--- src/rtl/mesh_pkt_pkg.sv ---
// rtl/mesh_pkt_pkg.sv - mesh packet header fields, pop FSM states and classification helpers
//
// Shared by the terminal sink, the injector stage and the testbench.
// Header layout from the packet MSB down: nxt_jump[8], dst_row[4], dst_col[4].
package mesh_pkt_pkg;

    localparam int NXT_W = 8;
    localparam int ROW_W = 4;
    localparam int COL_W = 4;
    localparam int HDR_W = NXT_W + ROW_W + COL_W;

    typedef struct packed {
        logic [NXT_W-1:0] nxt_jump;
        logic [ROW_W-1:0] dst_row;
        logic [COL_W-1:0] dst_col;
    } mesh_hdr_t;

    typedef enum logic {
        ST_IDLE   = 1'b0,
        ST_SETTLE = 1'b1
    } pop_state_e;

    function automatic logic is_bcast(mesh_hdr_t hdr, logic [NXT_W-1:0] bdcst);
        return hdr.nxt_jump == bdcst;
    endfunction

    // Broadcasts are never misrouted; a unicast must address this terminal exactly.
    function automatic logic is_misrouted(mesh_hdr_t hdr, logic [NXT_W-1:0] bdcst,
                                          logic [ROW_W-1:0] row_id, logic [COL_W-1:0] col_id);
        return !is_bcast(hdr, bdcst) && ((hdr.dst_row != row_id) || (hdr.dst_col != col_id));
    endfunction

endpackage

--- src/rtl/term_sink_fifo.sv ---
// rtl/term_sink_fifo.sv - show-ahead circular FIFO for the terminal sink
//
// Ports:
//   clk, reset    : clock, synchronous active-low reset (discards contents)
//   push_i/data_i : enqueue request and entry; ignored while full_o
//   full_o        : no room, evaluated after this cycle's dequeue
//   pop_i         : dequeue request; ignored while empty
//   valid_o       : head entry valid (count != 0)
//   head_o        : head entry, zero while empty
module term_sink_fifo #(
    parameter int WIDTH = 34,
    parameter int DEPTH = 4
) (
    input  logic             clk,
    input  logic             reset,
    input  logic             push_i,
    input  logic [WIDTH-1:0] data_i,
    output logic             full_o,
    input  logic             pop_i,
    output logic             valid_o,
    output logic [WIDTH-1:0] head_o
);

    localparam int AW = $clog2(DEPTH);

    logic [WIDTH-1:0] mem_q [DEPTH];
    logic [AW-1:0]    wr_q, rd_q;
    logic [AW:0]      count_q, count_d;
    logic             do_push, do_pop;

    assign valid_o = (count_q != '0);
    assign do_pop  = pop_i && valid_o;
    // A dequeue in the same cycle frees the slot, so a full buffer can still accept.
    assign full_o  = (count_q == (AW+1)'(DEPTH)) && !do_pop;
    assign do_push = push_i && !full_o;
    assign head_o  = valid_o ? mem_q[rd_q] : '0;

    always_comb begin
        count_d = count_q;
        if (do_push && !do_pop) begin
            count_d = count_q + 1'b1;
        end else if (!do_push && do_pop) begin
            count_d = count_q - 1'b1;
        end
    end

    always_ff @(posedge clk) begin
        if (!reset) begin
            wr_q    <= '0;
            rd_q    <= '0;
            count_q <= '0;
        end else begin
            if (do_push) begin
                wr_q <= wr_q + 1'b1;
            end
            if (do_pop) begin
                rd_q <= rd_q + 1'b1;
            end
            count_q <= count_d;
        end
    end

    // Storage needs no reset: head_o is masked while empty.
    always_ff @(posedge clk) begin
        if (do_push) begin
            mem_q[wr_q] <= data_i;
        end
    end

endmodule

--- src/rtl/mesh_term_sink.sv ---
// rtl/mesh_term_sink.sv - mesh terminal egress: pop, classify, buffer, count
//
// Ports:
//   clk, reset                      : clock, synchronous active-low reset
//   pndng, data_out, pop            : mesh terminal show-ahead pop port
//   out_valid, out_ready            : local consumer handshake
//   out_data, out_bcast, out_err    : buffered head packet and its class flags
//   pkt_cnt, bcast_cnt, err_cnt     : saturating statistics counters
module mesh_term_sink
    import mesh_pkt_pkg::*;
#(
    parameter int         PAKG_SIZE  = 32,
    parameter int         ROWS       = 4,
    parameter int         COLUMNS    = 4,
    parameter logic [3:0] ROW_ID     = 4'd1,
    parameter logic [3:0] COL_ID     = 4'd0,
    parameter logic [7:0] BDCST      = 8'hFF,
    parameter int         SINK_DEPTH = 4,
    parameter int         CNT_W      = 16
) (
    input  logic                 clk,
    input  logic                 reset,
    input  logic                 pndng,
    input  logic [PAKG_SIZE-1:0] data_out,
    output logic                 pop,
    output logic                 out_valid,
    input  logic                 out_ready,
    output logic [PAKG_SIZE-1:0] out_data,
    output logic                 out_bcast,
    output logic                 out_err,
    output logic [CNT_W-1:0]     pkt_cnt,
    output logic [CNT_W-1:0]     bcast_cnt,
    output logic [CNT_W-1:0]     err_cnt
);

    if (PAKG_SIZE < HDR_W + 2 || SINK_DEPTH < 2 || (SINK_DEPTH & (SINK_DEPTH - 1)) != 0
        || int'(ROW_ID) >= ROWS || int'(COL_ID) >= COLUMNS) begin : g_bad_cfg
        $error("mesh_term_sink: illegal parameter combination");
    end

    mesh_hdr_t        hdr;
    logic             in_bcast, in_err;
    logic             buf_full;
    logic             do_pop;
    pop_state_e       state_q;
    logic [CNT_W-1:0] pkt_cnt_q, bcast_cnt_q, err_cnt_q;

    assign hdr      = mesh_hdr_t'(data_out[PAKG_SIZE-1 -: HDR_W]);
    assign in_bcast = is_bcast(hdr, BDCST);
    assign in_err   = is_misrouted(hdr, BDCST, ROW_ID, COL_ID);

    // Gated by reset so no pop escapes to the mesh during the reset cycle.
    assign do_pop = reset && (state_q == ST_IDLE) && pndng && !buf_full;
    assign pop    = do_pop;

    function automatic logic [CNT_W-1:0] sat_inc(logic [CNT_W-1:0] v, logic en);
        return (en && (v != '1)) ? v + 1'b1 : v;
    endfunction

    // SETTLE holds off one cycle because pndng only updates the cycle after pop.
    always_ff @(posedge clk) begin
        if (!reset) begin
            state_q     <= ST_IDLE;
            pkt_cnt_q   <= '0;
            bcast_cnt_q <= '0;
            err_cnt_q   <= '0;
        end else begin
            case (state_q)
                ST_IDLE: begin
                    if (do_pop) begin
                        state_q <= ST_SETTLE;
                    end
                end
                default: state_q <= ST_IDLE;
            endcase
            pkt_cnt_q   <= sat_inc(pkt_cnt_q,   do_pop);
            bcast_cnt_q <= sat_inc(bcast_cnt_q, do_pop && in_bcast);
            err_cnt_q   <= sat_inc(err_cnt_q,   do_pop && in_err);
        end
    end

    term_sink_fifo #(
        .WIDTH (PAKG_SIZE + 2),
        .DEPTH (SINK_DEPTH)
    ) u_fifo (
        .clk     (clk),
        .reset   (reset),
        .push_i  (do_pop),
        .data_i  ({in_bcast, in_err, data_out}),
        .full_o  (buf_full),
        .pop_i   (out_ready),
        .valid_o (out_valid),
        .head_o  ({out_bcast, out_err, out_data})
    );

    assign pkt_cnt   = pkt_cnt_q;
    assign bcast_cnt = bcast_cnt_q;
    assign err_cnt   = err_cnt_q;

endmodule

--- config.mk ---
export PLATFORM = sky130hd
export DESIGN_NAME = mesh_term_sink
export DESIGN_NICKNAME = d
export VERILOG_FILES = /design/src/rtl/mesh_pkt_pkg.sv /design/src/rtl/term_sink_fifo.sv /design/src/rtl/mesh_term_sink.sv
export SDC_FILE = /design/constraint.sdc
export NUM_CORES = 1
export LEC_CHECK = 0
export ABC_AREA = 1
export CORE_MARGIN = 5
export CORE_UTILIZATION = 55
export CTS_BUF_LIST = sky130_fd_sc_hd__clkbuf_8
export DETAILED_ROUTE_END_ITERATION = 16
export GPL_ROUTABILITY_DRIVEN = 0
export PLACE_DENSITY = 0.8
export SLEW_MARGIN = 0
export SYNTH_ARGS = -nofsm -noshare
export SYNTH_HDL_FRONTEND = slang
export SYNTH_SLANG_ARGS = --single-unit
--- constraint.sdc ---
create_clock -name clk -period 3.57 [get_ports clk]
set_input_delay 0.714 -clock clk [delete_from_list [all_inputs] [get_ports clk]]
set_output_delay 0.714 -clock clk [all_outputs]
set_load 0.05 [all_outputs]
==> run summary <==
PwrDens: 651 nW/µm²
Max Cap Viol: 0
Hold Startpoint: u_fifo.rd_q[1]
Actual slew at the worst max-slew pin: 0.733 ns
Syn nets: 975
Core ar.: 15300 µm²
Cells after synthesis: 930
Diodes inserted: 0
Unique masters post-synth: 29
Type of the tightest min-delay check: reg2reg
Vias in the first global route: 6254
DIE HEIGHT: 135 µm
Setup TNS: 0 ns
Rows: 45
Peak VDD IR: 0.439 mV
Critical Path Fanout Max: 35
Port Buffers: 119
Commonest non-fill, non-tap cell in the layout: nor2_1
Fin. Hold Viols: 0
DRC errors left: 0
Via count: 6689
Minimum clock period after layout: 3.12 ns
Hold Path Cell Cnt: 2
Die ar.: 18300 µm²
Tcrit/Tclk final: 87.4%
Fmax achieved: 320 MHz
Setup Crit Path Kind: reg2out
Fin. max-slew vios: 0
Clock sink total: 194
Post-CTS setup buffers: 0
Dpl ws: 0.664 ns
Area grow syn2layout: 24.2%
Setup violators final: 0
Cts repair resizes: 0
Lkg Pwr: 0.00381 µW
Io pins: 120
Met3 WL: 1060 µm
Largest net degree at the start of global routing: 69
Final std cells w/o fill: 1266
Warnings from Yosys: 0
TritonCTS Buffers: 17
H-tree Lvls: 4
Worst path required time: 2.86 ns
Clock tree buffer depth: 2
Root Driver: clkbuf_8
Dpl cells: 1234
RSZ-0062 raised after global routing: false
Crit start category: flip-flop
HPWL after DPL: 12300 µm
First-pass GRT wire length: 31400 µm
FF-to-FF Start: u_fifo.count_q[0]
Drt pass-1 iters: 5
Setup ws final: 0.449 ns
Clk slew on worst S/H paths: 0.09 ns
DRT iter0 DRCs: 559
Hold_buf cts: 0
Flop2flop setup slack: 1.33 ns
Top Metal Used: met4
DR vias/cell: 5.28
Syn_area_per_cell: 9.28 µm²
WL met2: 9570 µm
Slew HR: 51.1%
GRT Util Overall: 21.4%
Grt total ovfl: 0
Hold WS: 0.488 ns
Drt wl/cell: 15.2 µm
Nets@finish: 1087
Metal1 wirelength: 8300 µm
Dpl cell area: 10400 µm²
Die Span X: 135 µm
Worst Path Arrival: 2.41 ns
CTS tree: yes
Reg2reg end: u_fifo.count_q[2]
Post-Route Skew: 0.0135 ns
Synth Register Bits: 194
Most frequent cells in the layout: nor2_1, nand2_1, edfxtp_1
Crit path capture type: primary output
Initial Utilization: 56.4%
Sequential element share of the synthesized area: 60.8%
Design area: 10700 µm²
FILL cells: 1129
Initial antenna violation count: 0
Status: completed
Fraction of layout cells with a size suffix above 1: 9.95%
ANT nets after route: 0
Mapped Area: 8630 µm²
Routed WL: 19200 µm
Clock Latency Late Sink: 0.47 ns
FF-to-FF path depth: 11
## metrics by stage
stage,utilization (%),power (µW)
3_5_place_dp,67.8,5790
3_3_place_gp,67.8,5750
4_1_cts,70.0,7030
5_1_grt,70.0,7260
2_1_floorplan,-,4280
6_report,70.0,6970
## power by group
group	internal (µW)	total (µW)	switching, µW
Combinational	1240	3170	1930
Clock	533	1260	723
Sequential	2500	2550	52.0
## kinds of logic after synthesis
family	after synthesis	share of synthesized area (%)
and+or+nand+nor	447	21.5
adders and majority gates	9	1.39
xor gates and xnor gates	21	2.13
AOI/OAI and AO/OA	161	9.33
DFF	194	60.8
buffers and inverters	98	4.90
## flip-flops by register name, indices dropped and copies added, names as in the netlist, named ones only
register / flops
pkt_cnt: 16
u_fifo.rd_q: 2
u_fifo.count_q: 3
u_fifo.wr_q: 2
err_cnt: 16
u_fifo.mem_q: 136
bcast_cnt: 16
state_q: 1
## final cells by class
type | count | area, µm² | share of cell area (%)
Timing Repair Buffer | 131 | 1640 | 15.3
Clock inverter | 15 | 104 | 0.969
Inverter | 60 | 225 | 2.10
Tap cell | 211 | 264 | 2.46
Sequential cell | 194 | 5250 | 48.9
Multi-Input combinational cell | 638 | 3000 | 28.0
Clock buffer | 17 | 234 | 2.18
## worst max-delay path by stage
| stage | endpoint | slack [ns] | depth (start not counted) |
|---|---|---|---|
| 2_1_floorplan | u_fifo.mem_q[0][0] | 0.63 | 5 |
| 3_3_place_gp | u_fifo.count_q[2] | 0.70 | 12 |
| 3_5_place_dp | u_fifo.count_q[2] | 0.66 | 12 |
| 4_1_cts | out_data[18] | 0.41 | 6 |
| 5_1_grt | out_data[8] | 0.29 | 6 |
| 6_report | out_data[20] | 0.45 | 6 |
## routing by layer
metal,vias up,track usage (%)
met5,-,0
met4,0,5.54
met3,26,4.57
met2,197,36.4
met1,3151,28.0
li1,3315,-
## cell usage after synthesis
library cell	instances	share of area (%)
a21oi_1	80	4.6
buf_1	2	0.087
buf_2	8	0.46
buf_6	6	0.78
clkbuf_1	22	0.96
clkinv_1	2	0.087
dfxtp_1	58	13
edfxtp_1	136	47
fa_1	1	0.23
ha_1	8	1.2
inv_1	48	2.1
inv_2	10	0.43
nand2_1	164	7.1
nand2_2	2	0.14
nand2_4	2	0.26
nand3_1	36	2.1
nand3_2	1	0.12
nand4_1	10	0.72
nand4_4	1	0.25
nor2_1	217	9.4
nor2_2	6	0.43
nor2_4	5	0.65
nor3_1	1	0.058
nor3_2	1	0.12
o21ai_0	56	3.2
o21ai_1	25	1.4
or2_2	1	0.073
xnor2_1	9	0.91
xor2_1	12	1.2
## critical path, cell delays in order, from the launching register on
cell	delay [ns]
dfxtp_1	0.32
buf_4	0.40
inv_2	0.41
nor2_1	0.22
o21ai_1	0.08
a21oi_1	0.30
buf_12	0.19
No activity file was read; power rests on OpenSTA's default activity.
